`config.mk`:
```
export PLATFORM = sky130hd
export DESIGN_NAME = cache_mem_arbiter_flat
export DESIGN_NICKNAME = d
export VERILOG_FILES = /design/src/rtl/cache_mem_arbiter_if.sv /design/src/rtl/cache_mem_arbiter.sv /design/src/flat_wrapper.sv
export SDC_FILE = /design/constraint.sdc
export NUM_CORES = 1
export LEC_CHECK = 0
export CAP_MARGIN = 20
export CORE_AREA = 2 2 547 549
export DETAILED_ROUTE_END_ITERATION = 8
export DIE_AREA = 0 0 549 551
export MAX_ROUTING_LAYER = met4
export PLACE_DENSITY_LB_ADDON = 0.05
export SLEW_MARGIN = 5
export SYNTH_ARGS = -nofsm -noshare
export SYNTH_HDL_FRONTEND = slang
export SYNTH_SLANG_ARGS = --single-unit
export TNS_END_PERCENT = 100
```
`constraint.sdc`:
```
create_clock -name clk -period 1.9 [get_ports clk]
set_input_delay 0.38 -clock clk [delete_from_list [all_inputs] [get_ports clk]]
set_output_delay 0.38 -clock clk [all_outputs]
set_load 0.01 [all_outputs]
```
`src/rtl/cache_mem_arbiter_if.sv`:
```
// Cache-side and memory-side bus bundle for the shared line-memory arbiter.
// The slave view belongs to the arbiter; the master view to the caches and memory around it.
interface cache_mem_arbiter_if;
    logic [31:0]  i_addr;
    logic         i_read;
    logic [255:0] i_rdata;
    logic         i_resp;
    logic         i_in_arbit;

    logic [31:0]  d_addr;
    logic         d_read;
    logic         d_write;
    logic [255:0] d_wdata;
    logic [255:0] d_rdata;
    logic         d_resp;
    logic         d_in_arbit;

    logic [31:0]  mem_addr;
    logic         mem_read;
    logic         mem_write;
    logic [255:0] mem_wdata;
    logic [255:0] mem_rdata;
    logic         mem_resp;

    modport slave (
        input  i_addr, i_read, d_addr, d_read, d_write, d_wdata, mem_rdata, mem_resp,
        output i_rdata, i_resp, i_in_arbit, d_rdata, d_resp, d_in_arbit,
               mem_addr, mem_read, mem_write, mem_wdata
    );

    modport master (
        output i_addr, i_read, d_addr, d_read, d_write, d_wdata, mem_rdata, mem_resp,
        input  i_rdata, i_resp, i_in_arbit, d_rdata, d_resp, d_in_arbit,
               mem_addr, mem_read, mem_write, mem_wdata
    );
endinterface

```
`src/rtl/cache_mem_arbiter.sv`:
```
// Round-robin arbiter granting the shared 256-bit line memory to the icache or dcache,
// one whole transaction at a time, with the memory request held in registers until mem_resp.
module cache_mem_arbiter (
    input  logic                 clk,
    input  logic                 rst_n,
    cache_mem_arbiter_if.slave   bus
);
    typedef enum logic [1:0] {
        S_IDLE   = 2'd0,
        S_I_BUSY = 2'd1,
        S_D_BUSY = 2'd2
    } state_t;

    state_t       r_state, w_state_next;
    logic         r_last_grant, w_last_grant_next;   // 0 = icache, 1 = dcache
    logic [31:0]  r_mem_addr, w_mem_addr_next;
    logic         r_mem_read, w_mem_read_next;
    logic         r_mem_write, w_mem_write_next;
    logic [255:0] r_mem_wdata, w_mem_wdata_next;

    logic w_i_pend, w_d_pend, w_grant_i, w_grant_d;

    assign w_i_pend  = bus.i_read;
    assign w_d_pend  = bus.d_read | bus.d_write;
    // On a tie the requester that did not win last time takes the grant.
    assign w_grant_i = w_i_pend & (~w_d_pend | r_last_grant);
    assign w_grant_d = w_d_pend & (~w_i_pend | ~r_last_grant);

    always_ff @(posedge clk or negedge rst_n) begin
        if (!rst_n) begin
            r_state      <= S_IDLE;
            r_last_grant <= 1'b1;
            r_mem_addr   <= '0;
            r_mem_read   <= 1'b0;
            r_mem_write  <= 1'b0;
            r_mem_wdata  <= '0;
        end else begin
            r_state      <= w_state_next;
            r_last_grant <= w_last_grant_next;
            r_mem_addr   <= w_mem_addr_next;
            r_mem_read   <= w_mem_read_next;
            r_mem_write  <= w_mem_write_next;
            r_mem_wdata  <= w_mem_wdata_next;
        end
    end

    always_comb begin
        w_state_next      = r_state;
        w_last_grant_next = r_last_grant;
        w_mem_addr_next   = r_mem_addr;
        w_mem_read_next   = r_mem_read;
        w_mem_write_next  = r_mem_write;
        w_mem_wdata_next  = r_mem_wdata;

        case (r_state)
            S_IDLE: begin
                if (w_grant_i) begin
                    w_state_next      = S_I_BUSY;
                    w_last_grant_next = 1'b0;
                    w_mem_addr_next   = {bus.i_addr[31:5], 5'b0};
                    w_mem_read_next   = 1'b1;
                    w_mem_write_next  = 1'b0;
                    w_mem_wdata_next  = bus.d_wdata;
                end else if (w_grant_d) begin
                    // A simultaneous read and write from the dcache is taken as a write.
                    w_state_next      = S_D_BUSY;
                    w_last_grant_next = 1'b1;
                    w_mem_addr_next   = {bus.d_addr[31:5], 5'b0};
                    w_mem_read_next   = ~bus.d_write;
                    w_mem_write_next  = bus.d_write;
                    w_mem_wdata_next  = bus.d_wdata;
                end
            end
            S_I_BUSY, S_D_BUSY: begin
                if (bus.mem_resp) begin
                    w_state_next     = S_IDLE;
                    w_mem_read_next  = 1'b0;
                    w_mem_write_next = 1'b0;
                end
            end
            default: begin
                w_state_next     = S_IDLE;
                w_mem_read_next  = 1'b0;
                w_mem_write_next = 1'b0;
            end
        endcase
    end

    assign bus.mem_addr   = r_mem_addr;
    assign bus.mem_read   = r_mem_read;
    assign bus.mem_write  = r_mem_write;
    assign bus.mem_wdata  = r_mem_wdata;

    assign bus.i_rdata    = bus.mem_rdata;
    assign bus.d_rdata    = bus.mem_rdata;
    assign bus.i_in_arbit = (r_state == S_I_BUSY);
    assign bus.d_in_arbit = (r_state == S_D_BUSY);
    assign bus.i_resp     = bus.mem_resp & (r_state == S_I_BUSY);
    assign bus.d_resp     = bus.mem_resp & (r_state == S_D_BUSY);
endmodule

```
`src/flat_wrapper.sv`:
```
// flat-port wrapper written by rule: the top's interface ports become plain ports
module cache_mem_arbiter_flat 
  (clk, rst_n, bus_i_addr, bus_i_read, bus_d_addr, bus_d_read, bus_d_write, bus_d_wdata, bus_mem_rdata, bus_mem_resp, bus_i_rdata, bus_i_resp, bus_i_in_arbit, bus_d_rdata, bus_d_resp, bus_d_in_arbit, bus_mem_addr, bus_mem_read, bus_mem_write, bus_mem_wdata);
  cache_mem_arbiter_if bus_i ();
  input  logic clk;
  input  logic rst_n;
  input wire logic [$bits(bus_i.i_addr)-1:0] bus_i_addr;
  input wire logic [$bits(bus_i.i_read)-1:0] bus_i_read;
  input wire logic [$bits(bus_i.d_addr)-1:0] bus_d_addr;
  input wire logic [$bits(bus_i.d_read)-1:0] bus_d_read;
  input wire logic [$bits(bus_i.d_write)-1:0] bus_d_write;
  input wire logic [$bits(bus_i.d_wdata)-1:0] bus_d_wdata;
  input wire logic [$bits(bus_i.mem_rdata)-1:0] bus_mem_rdata;
  input wire logic [$bits(bus_i.mem_resp)-1:0] bus_mem_resp;
  output wire logic [$bits(bus_i.i_rdata)-1:0] bus_i_rdata;
  output wire logic [$bits(bus_i.i_resp)-1:0] bus_i_resp;
  output wire logic [$bits(bus_i.i_in_arbit)-1:0] bus_i_in_arbit;
  output wire logic [$bits(bus_i.d_rdata)-1:0] bus_d_rdata;
  output wire logic [$bits(bus_i.d_resp)-1:0] bus_d_resp;
  output wire logic [$bits(bus_i.d_in_arbit)-1:0] bus_d_in_arbit;
  output wire logic [$bits(bus_i.mem_addr)-1:0] bus_mem_addr;
  output wire logic [$bits(bus_i.mem_read)-1:0] bus_mem_read;
  output wire logic [$bits(bus_i.mem_write)-1:0] bus_mem_write;
  output wire logic [$bits(bus_i.mem_wdata)-1:0] bus_mem_wdata;
  assign bus_i.i_addr = bus_i_addr;
  assign bus_i.i_read = bus_i_read;
  assign bus_i.d_addr = bus_d_addr;
  assign bus_i.d_read = bus_d_read;
  assign bus_i.d_write = bus_d_write;
  assign bus_i.d_wdata = bus_d_wdata;
  assign bus_i.mem_rdata = bus_mem_rdata;
  assign bus_i.mem_resp = bus_mem_resp;
  assign bus_i_rdata = bus_i.i_rdata;
  assign bus_i_resp = bus_i.i_resp;
  assign bus_i_in_arbit = bus_i.i_in_arbit;
  assign bus_d_rdata = bus_i.d_rdata;
  assign bus_d_resp = bus_i.d_resp;
  assign bus_d_in_arbit = bus_i.d_in_arbit;
  assign bus_mem_addr = bus_i.mem_addr;
  assign bus_mem_read = bus_i.mem_read;
  assign bus_mem_write = bus_i.mem_write;
  assign bus_mem_wdata = bus_i.mem_wdata;
  cache_mem_arbiter u_core (.clk(clk), .rst_n(rst_n), .bus(bus_i));
endmodule
```
==> run metrics <==
status=finished with violations; failing checks=setup timing; XOR/XNOR share of the synthesized area=0; cell taking the most area after synthesis=dfrtp_1; syn_area_per_cell=8.46 um^2; first-pass GRT wire length=128 mm; RSZ-0062 raised after global routing=yes; main combinational cell family by area after synthesis=buffers and inverters; Max Cap Violations=0; most area-consuming cells after synthesis=dfrtp_1 48%, buf_4 26%, nand2_1 19%, buf_2 2.0%, a31oi_1 1.2%; Place WS=-0.296 ns; layout cells sized above 1=0.160; CTS tree=built; CP Capture Type=flip-flop; actual slew at the worst max-slew pin=0.613 ns; Seq/Total Area, Yosys=0.479; gr usage total=0.0647; filler instances=34.6k; Slew HR=0.591; crit path DAT=2.70 ns; largest net degree at the start of global routing=43; worst clock skew=0.0420 ns; final hold vios=0; Lkg Pwr=10.6 nW; CTS max path bufs=3; area delta synth->final=68.1%; fraction of the mapped netlist area in simple logic gates=0.201; via/cell ratio=1.98; total power=0.0443 W; Final ANT Viol Nets=0; H-tree depth=2; Post-Synth Adder-Cell Area=0.00249; Top Ports=1388; worst-path fanout max=8; post-DP HPWL=78.0 mm; mux contribution to synthesized area=0; CTS root buffer=clkbuf_16; Core Footprint=296000 um^2; final wirelength=102 mm; Final #Nets=2560; Ys Warns=0; Starting Density=0.0508; final worst-path cycle share=1.09; GRT overflow=0; die span in x=549 um; Netlist Area Pre-Place=15100 um^2; synthesized instance count=1781; Iteration-0 DRC Markers=435; clock sink count=288; top-area cell type share of the netlist area=0.477; PD cells=1750 nW/um^2; IO Port Bufs=604; worst hold path type=primary input to flip-flop; vias=11.9k; WL/cell=17.1 um; die height=551 um; Setup-failing EPs final=247; maximum clock rate=483 MHz; DR pass1 iterations=4; die area=302000 um^2; Cell variety after synth=24; most frequent cells in the layout=766 x nand2_1, 313 x clkdlybuf4s50_1, 285 x dfrtp_1; Synth Register Bits=288; cts bufs inserted=52; CP Launch Type=flip-flop; setup TNS=-13.67 ns; Tmin final=2.07 ns; Max VDD drop=0.680 mV; fin worst setup slack=-0.172 ns; complex-gate fraction of the synthesized area=0.0361; initial antenna violation count=25; number of remaining DRC errors=0; GPL Wtd Cong=0.648; CTS clk-pin slew, worst paths=0.05 ns; row cnt=200; Clock Latency Late Sink=0.72 ns; max-slew violations=0; Worst Path Required=2.53 ns; commonest non-fill, non-tap cell in the layout=nand2_1; critical path class=flip-flop to flip-flop; vias in the first global route=13.4k
-- cell usage after synthesis --
library cell	count
nand2_1	769
and2_1	2
o31ai_4	1
o21bai_1	1
ha_1	3
buf_2	60
inv_1	3
a22o_1	2
a21oi_1	27
clkbuf_1	14
a31oi_1	28
o21ai_0	27
o21ba_2	1
a21boi_0	1
o31a_1	1
buf_4	517
nor2b_1	1
conb_1	1
nor3_1	2
dfstp_2	1
nor2_1	29
dfrtp_1	287
a21o_1	2
a32o_1	1
-- flip-flops by register name, summed over array words and instances, names as in the netlist --
name,count
u_core.bus.mem_addr,27
u_core.bus.mem_read,1
u_core.bus.mem_wdata,256
u_core.r_state,2
u_core.r_last_grant,1
u_core.bus.mem_write,1
-- through the flow --
stage | hold slack (ns) | cell area [um^2] | utilization | cells
final | 0.108 | 25300 | 0.0854 | 5973
after floorplan | 0.0844 | 15100 | - | 1785
after detailed placement | 0.431 | 22700 | 0.0767 | 5815
after CTS | 0.00982 | 24400 | 0.0824 | 5917
after global placement | 0.396 | 22700 | 0.0767 | 5815
after global routing | 0.0627 | 25300 | 0.0854 | 5970
-- final cells by class --
| type | count | area [um^2] | share of cell area |
|---|---|---|---|
| Antenna cell | 17 | 42.5 | 0.00168 |
| Clock buffer | 73 | 1510 | 0.0597 |
| Clock inverter | 23 | 332 | 0.0131 |
| Inverter | 3 | 11.3 | 0.000445 |
| Multi-Input combinational cell | 903 | 3700 | 0.146 |
| Sequential cell | 288 | 7210 | 0.285 |
| Tap cell | 3939 | 4930 | 0.195 |
| Timing Repair Buffer | 727 | 7580 | 0.299 |
-- critical path, stage by stage (launching register included) --
cell       delay [ns]
dfrtp_1          0.34
inv_1            0.06
buf_4            0.13
buf_4            0.12
buf_4            0.13
ha_4             0.17
buf_4            0.15
o31ai_4          0.11
buf_12           0.19
buf_16           0.19
buf_12           0.13
clkbuf_16        0.14
nand2_1          0.05
nand2_1          0.06
-- cells by family (layout without fill, tap and decap cells) --
family / Yosys count / after routing
AOI/OAI and AO/OA: 92 / 92
adders and majority gates: 3 / 3
buffers and inverters: 594 / 826
DFF: 288 / 288
other: 1 / 22
and+or+nand+nor: 803 / 803
-- repair_timing --
action / 4_1_cts / 5_1_grt
endpoints found under the hold margin: 17 / 0
endpoints found under the setup margin: 278 / 292
hold buffers: 1 / 0
resized for setup: 592 / 37
gates cloned: 0 / 20
setup buffers: 5 / 23
pin swaps: 2 / 3
-- metal layers --
metal / track usage / part of all wire / wire, um / vias to the layer above
met2: 0.0929 / 0.42 / 42800 / 695
met5: - / 0 / 0 / -
met3: 0.0500 / 0.17 / 17200 / 279
met4: 0.0317 / 0.046 / 4710 / 0
met1: 0.0632 / 0.37 / 37700 / 5492
li1: - / - / - / 5385
-- where the power goes --
group	internal (W)	leakage, nW	switching, W
Combinational	0.00959	6.22	0.0129
Clock	0.00647	0.904	0.00410
Sequential	0.00930	3.48	0.00186
-- final timing paths --
check	start	endpoint	slack [ns]	depth (start not counted)
max in group asynchronous	rst_n	u_core.bus.mem_wdata[136]	0.81	3
min in group asynchronous	rst_n	u_core.bus.mem_wdata[82]	0.27	2
hold / removal	bus_i_read	u_core.r_last_grant	0.11	3
setup reg to reg	u_core.r_state[0]	u_core.bus.mem_wdata[149]	-0.17	13
hold reg to reg	u_core.bus.mem_wdata[175]	u_core.bus.mem_wdata[175]	0.46	2
setup / recovery	u_core.r_state[0]	u_core.bus.mem_wdata[149]	-0.17	13
(Power assumes the default switching activity.)
==> RTL edit 1 (same flow settings) <==
Take the reset off `r_mem_addr` and load it in a clocked block of its own.
--- a/src/rtl/cache_mem_arbiter.sv
+++ b/src/rtl/cache_mem_arbiter.sv
@@ -31,5 +31,4 @@
             r_state      <= S_IDLE;
             r_last_grant <= 1'b1;
-            r_mem_addr   <= '0;
             r_mem_read   <= 1'b0;
             r_mem_write  <= 1'b0;
@@ -38,9 +37,12 @@
             r_state      <= w_state_next;
             r_last_grant <= w_last_grant_next;
-            r_mem_addr   <= w_mem_addr_next;
             r_mem_read   <= w_mem_read_next;
             r_mem_write  <= w_mem_write_next;
             r_mem_wdata  <= w_mem_wdata_next;
         end
+    end
+
+    always_ff @(posedge clk) begin
+        r_mem_addr <= w_mem_addr_next;
     end
 
Check against the original RTL: not settled (the Yosys comparison gave no result); the edit may change what the design does.
==> RTL edit 1 against the unedited design <==
  * The run still ends with negative setup slack left
  * Hold slack better by 71 ps
  * Largest cell class is now sequential cells
  * Cell area is 3.1% lower
  * Wire length is 14% lower
  * Sequential cell count stayed put
  * Power is 11% lower
  * Combinational power is 20% lower
  * Maximum frequency is 1.0% higher
  * Area after synthesis is 1.4% lower
  * Critical path type is now reg -> out
  * Synthesized cell count is 5.5% lower
  * Count of clock-buffer cells in the layout is 1 lower
  * Worst setup slack better by 21 ps
  * Global-route usage is 0.60 points lower
==> RTL edit 1: results (changes against the unedited design) <==
<table>
<tr><th>Metric</th><th>Value</th></tr>
<tr><th colspan="2">Yosys</th></tr>
<tr><td>Multiplexer share of the synthesized area</td><td>2.05% (+2.0 points)</td></tr>
<tr><td>Cells taking the most area after synthesis</td><td>sky130_fd_sc_hd__dfrtp_1 44%, sky130_fd_sc_hd__buf_4 26%, sky130_fd_sc_hd__nand2_1 19%</td></tr>
<tr><td>Proportion of synthesized chip area in sequential cells</td><td>49.4% (+1.6 points)</td></tr>
<tr><td>Share of synthesized cell area in full adder, half adder and majority cells</td><td>0.253% (+0.0035 points)</td></tr>
<tr><th colspan="2">Route</th></tr>
<tr><td>Wire length after detailed routing</td><td>88100 µm (-14%)</td></tr>
<tr><td>Via count of the routed design</td><td>11033 (-6.9%)</td></tr>
<tr><td>Wire length on met1</td><td>34100 µm (-9.5%)</td></tr>
<tr><td>Length of routed met3 wiring</td><td>11000 µm (-36%)</td></tr>
<tr><th colspan="2">Global route</th></tr>
<tr><td>Via count of the first global-routing pass</td><td>12576 (-5.8%)</td></tr>
<tr><td>Global-route wire length before repair</td><td>117000 µm (-8.6%)</td></tr>
<tr><td>Number of antenna violations at the first check in global routing</td><td>32 (+28%)</td></tr>
<tr><td>Pin count of the biggest net entering global routing</td><td>49 (+14%)</td></tr>
<tr><th colspan="2">Final layout</th></tr>
<tr><td>Layout filler cell count</td><td>34622 (+0.15%)</td></tr>
<tr><th colspan="2">Power and ir drop</th></tr>
<tr><td>Static Leakage</td><td>10.1 nW (-5.2%)</td></tr>
<tr><td>Total power divided by cell area</td><td>1600 mW/mm² (-8.5%)</td></tr>
<tr><td>Largest vdd supply drop</td><td>0.665 mV (-2.2%)</td></tr>
<tr><td>Internal Dissipation</td><td>23.0 mW (-9.2%)</td></tr>
<tr><th colspan="2">Placement</th></tr>
<tr><td>Dpl hpwl</td><td>69000 µm (-12%)</td></tr>
<tr><td>Final GP Congestion</td><td>0.652 (+0.56%)</td></tr>
<tr><th colspan="2">Timing</th></tr>
<tr><td>Fin Clk Skew</td><td>16.3 ps (-25.7 ps)</td></tr>
<tr><td>Worst Setup Slack, final</td><td>-151 ps (+20.9 ps)</td></tr>
<tr><td>Final setup violation count</td><td>4 (-98%)</td></tr>
<tr><th colspan="2">Critical path</th></tr>
<tr><td>Largest driver fanout on the critical path</td><td>2 (-6)</td></tr>
<tr><th colspan="2">Run status</th></tr>
<tr><td>Violations in the final reports</td><td>negative setup slack</td></tr>
<tr><td>Run status</td><td>complete, but fails checks</td></tr>
</table>
## RTL edit 1: final timing paths
check                                     startpoint  slack, ps                         to  depth (start not counted)
max                                u_core.r_state[1]       -150                 bus_d_resp                          4
min                                            rst_n        180  u_core.bus.mem_wdata[242]                          2
max reg2reg                        u_core.r_state[0]         20  u_core.bus.mem_wdata[103]                          8
min reg2reg                u_core.bus.mem_wdata[119]        460  u_core.bus.mem_wdata[119]                          2
max in group asynchronous                      rst_n        890  u_core.bus.mem_wdata[178]                          4
min in group clk                    bus_d_wdata[251]        220  u_core.bus.mem_wdata[251]                          3
## RTL edit 1: repair_timing
| item | in CTS | in global routing |
|---|---|---|
| hold endpoints to repair | 159 | 0 |
| hold buffers | 1 | 0 |
| pin swaps | 2 | 1 |
| setup endpoints to repair | 563 | 278 |
| setup buffers | 1 | 2 |
| gates cloned | 1 | 0 |
| gates resized for setup | 550 | 4 |
## RTL edit 1: area by class of cell
| type | count | area [µm²] | share of cell area [%] |
|---|---|---|---|
| Inverter | 4 | 31.3 | 0.128 |
| Antenna cell | 33 | 82.6 | 0.337 |
| Multi-Input combinational cell | 819 | 3410 | 13.9 |
| Clock inverter | 26 | 277 | 1.13 |
| Tap cell | 3939 | 4930 | 20.1 |
| Sequential cell | 288 | 7340 | 30.0 |
| Clock buffer | 72 | 1480 | 6.03 |
| Timing Repair Buffer | 688 | 6970 | 28.4 |
## RTL edit 1: metrics by stage
step	area, µm²	hold WS (ps)	cells	utilization [%]	setup WS, ps
after floorplan	14900	84.4	1687	-	164
after global placement	22700	277	5733	7.65	-412
after detailed placement	22700	274	5733	7.65	-421
after CTS	24400	75.0	5834	8.24	-303
after global routing	24500	126	5862	8.27	-313
final	24500	179	5869	8.28	-151
==> RTL edit 2 (same settings) <==
Without the edit above. Make the reset (`rst_n`) synchronous in one clocked block.
--- a/src/rtl/cache_mem_arbiter.sv
+++ b/src/rtl/cache_mem_arbiter.sv
@@ -27,5 +27,5 @@
     assign w_grant_d = w_d_pend & (~w_i_pend | ~r_last_grant);
 
-    always_ff @(posedge clk or negedge rst_n) begin
+    always_ff @(posedge clk) begin
         if (!rst_n) begin
             r_state      <= S_IDLE;
Check against the original RTL: not equivalent (Yosys sat finds a counterexample within 4 cycles, from zero or initial values and one cycle with rst_n low; the reset may be asserted at any time).
==> RTL edit 2 against the unedited design <==
  * The run still ends with negative setup slack left
  * Cell area down 5.8%
  * Wire length up 15%
  * Worst setup slack better by 150 ps
  * Count of clock-buffer cells in the layout up 1
  * Critical endpoint is now bus_i_resp
  * Clock skew down 23 ps
  * Sequential cell count unchanged
  * Non-clock buffer count down 20
  * Area after synthesis down 5.8%
  * Register-to-register slack better by 240 ps
Power is not compared: it rests on default switching activity, and its combinational part moved more than twofold at a synthesized area within 25%.
==> RTL edit 2: results (changes against the unedited design) <==
<table>
<tr><th>Metric</th><th>Value</th></tr>
<tr><th colspan="2">Global route</th></tr>
<tr><td>Via count of the first global-routing pass</td><td>13514 (+1.2%)</td></tr>
<tr><td>Met3 usage in global routing</td><td>5.48% (+0.48 points)</td></tr>
<tr><td>Met1 usage in global routing</td><td>7.28% (+0.96 points)</td></tr>
<tr><th colspan="2">Run status</th></tr>
<tr><td>Violations in the final reports</td><td>negative setup slack</td></tr>
<tr><td>Run status</td><td>complete, but fails checks</td></tr>
<tr><th colspan="2">Placement</th></tr>
<tr><td>Setup WS pre-CTS</td><td>-472 ps (-176 ps)</td></tr>
<tr><td>Post-Place Cell Area</td><td>0.0216 mm² (-4.7%)</td></tr>
<tr><td>Final GP Congestion</td><td>0.666 (+2.8%)</td></tr>
<tr><td>Cells after DPL</td><td>5819 (+0.069%)</td></tr>
<tr><th colspan="2">Yosys</th></tr>
<tr><td>Async S/R FF share, synth</td><td>0% (-100 points)</td></tr>
<tr><td>Synth cell types</td><td>28 (+17%)</td></tr>
<tr><td>Post-synthesis compound-gate area fraction</td><td>13.9% (+10 points)</td></tr>
<tr><td>Ys flop type</td><td>sky130_fd_sc_hd__dfxtp_1</td></tr>
<tr><td>Proportion of synthesized chip area in sequential cells</td><td>40.7% (-7.2 points)</td></tr>
<tr><td>Mean instance size in the synthesized netlist</td><td>7.80 µm² (-7.7%)</td></tr>
<tr><th colspan="2">Route</th></tr>
<tr><td>Detail Route met2 WL</td><td>49100 µm (+15%)</td></tr>
<tr><td>Wire length on met1</td><td>41800 µm (+11%)</td></tr>
<tr><td>Length of routed met3 wiring</td><td>19100 µm (+11%)</td></tr>
<tr><th colspan="2">Final layout</th></tr>
<tr><td>Clock-cell share of area</td><td>6.68% (-0.60 points)</td></tr>
<tr><td>Nets</td><td>2543 (-0.66%)</td></tr>
<tr><td>Layout filler cell count</td><td>34738 (+0.49%)</td></tr>
<tr><td>Count of inverters not on the clock network in the layout</td><td>5 (+2)</td></tr>
<tr><th colspan="2">Critical path</th></tr>
<tr><td>Worst endpoint data arrival time</td><td>1550 ps (-1150 ps)</td></tr>
<tr><td>Reg-to-reg critical path endpoint</td><td>u_core.bus.mem_wdata[235]</td></tr>
<tr><td>Reg2reg path depth</td><td>11 (-2)</td></tr>
<tr><td>Top Family by Delay on Critical Path</td><td>flip-flops</td></tr>
<tr><th colspan="2">Timing</th></tr>
<tr><td>Worst Setup Slack, final</td><td>-25.6 ps (+147 ps)</td></tr>
<tr><td>Final setup violation count</td><td>2 (-99%)</td></tr>
<tr><td>Setup TNS</td><td>-29.2 ps (+13640 ps)</td></tr>
<tr><th colspan="2">Clock tree</th></tr>
<tr><td>Number of buffers created by CTS</td><td>50 (-3.8%)</td></tr>
<tr><td>Insertion delay of the later-clocked pin in the worst-skew pair</td><td>670 ps (-50 ps)</td></tr>
</table>
RTL edit 2: cells by family (layout without fill, tap and decap cells):
logic type	Yosys count	after routing
other cells	1	33
buf+inv	627	802
fa+ha+maj	3	3
compound gates	377	377
simple gates	521	521
flops	288	288
RTL edit 2: how the worst min path moves through the flow:
stage	slack [ps]	depth (start not counted)	startpoint	end
floorplan	480	2	u_core.bus.mem_wdata[0]	u_core.bus.mem_wdata[0]
global placement	440	2	u_core.bus.mem_wdata[96]	u_core.bus.mem_wdata[96]
detailed placement	450	2	u_core.bus.mem_wdata[237]	u_core.bus.mem_wdata[237]
CTS	130	3	bus_d_wdata[182]	u_core.bus.mem_wdata[182]
global route	190	3	bus_d_wdata[20]	u_core.bus.mem_wdata[20]
finish	200	3	rst_n	u_core.bus.mem_wdata[245]
RTL edit 2: repair_timing:
action / in CTS / in global routing
gates resized for setup: 478 / 38
endpoints found under the setup margin: 361 / 115
pin swaps: 2 / 22
gates cloned: 4 / 12
setup buffers: 3 / 7
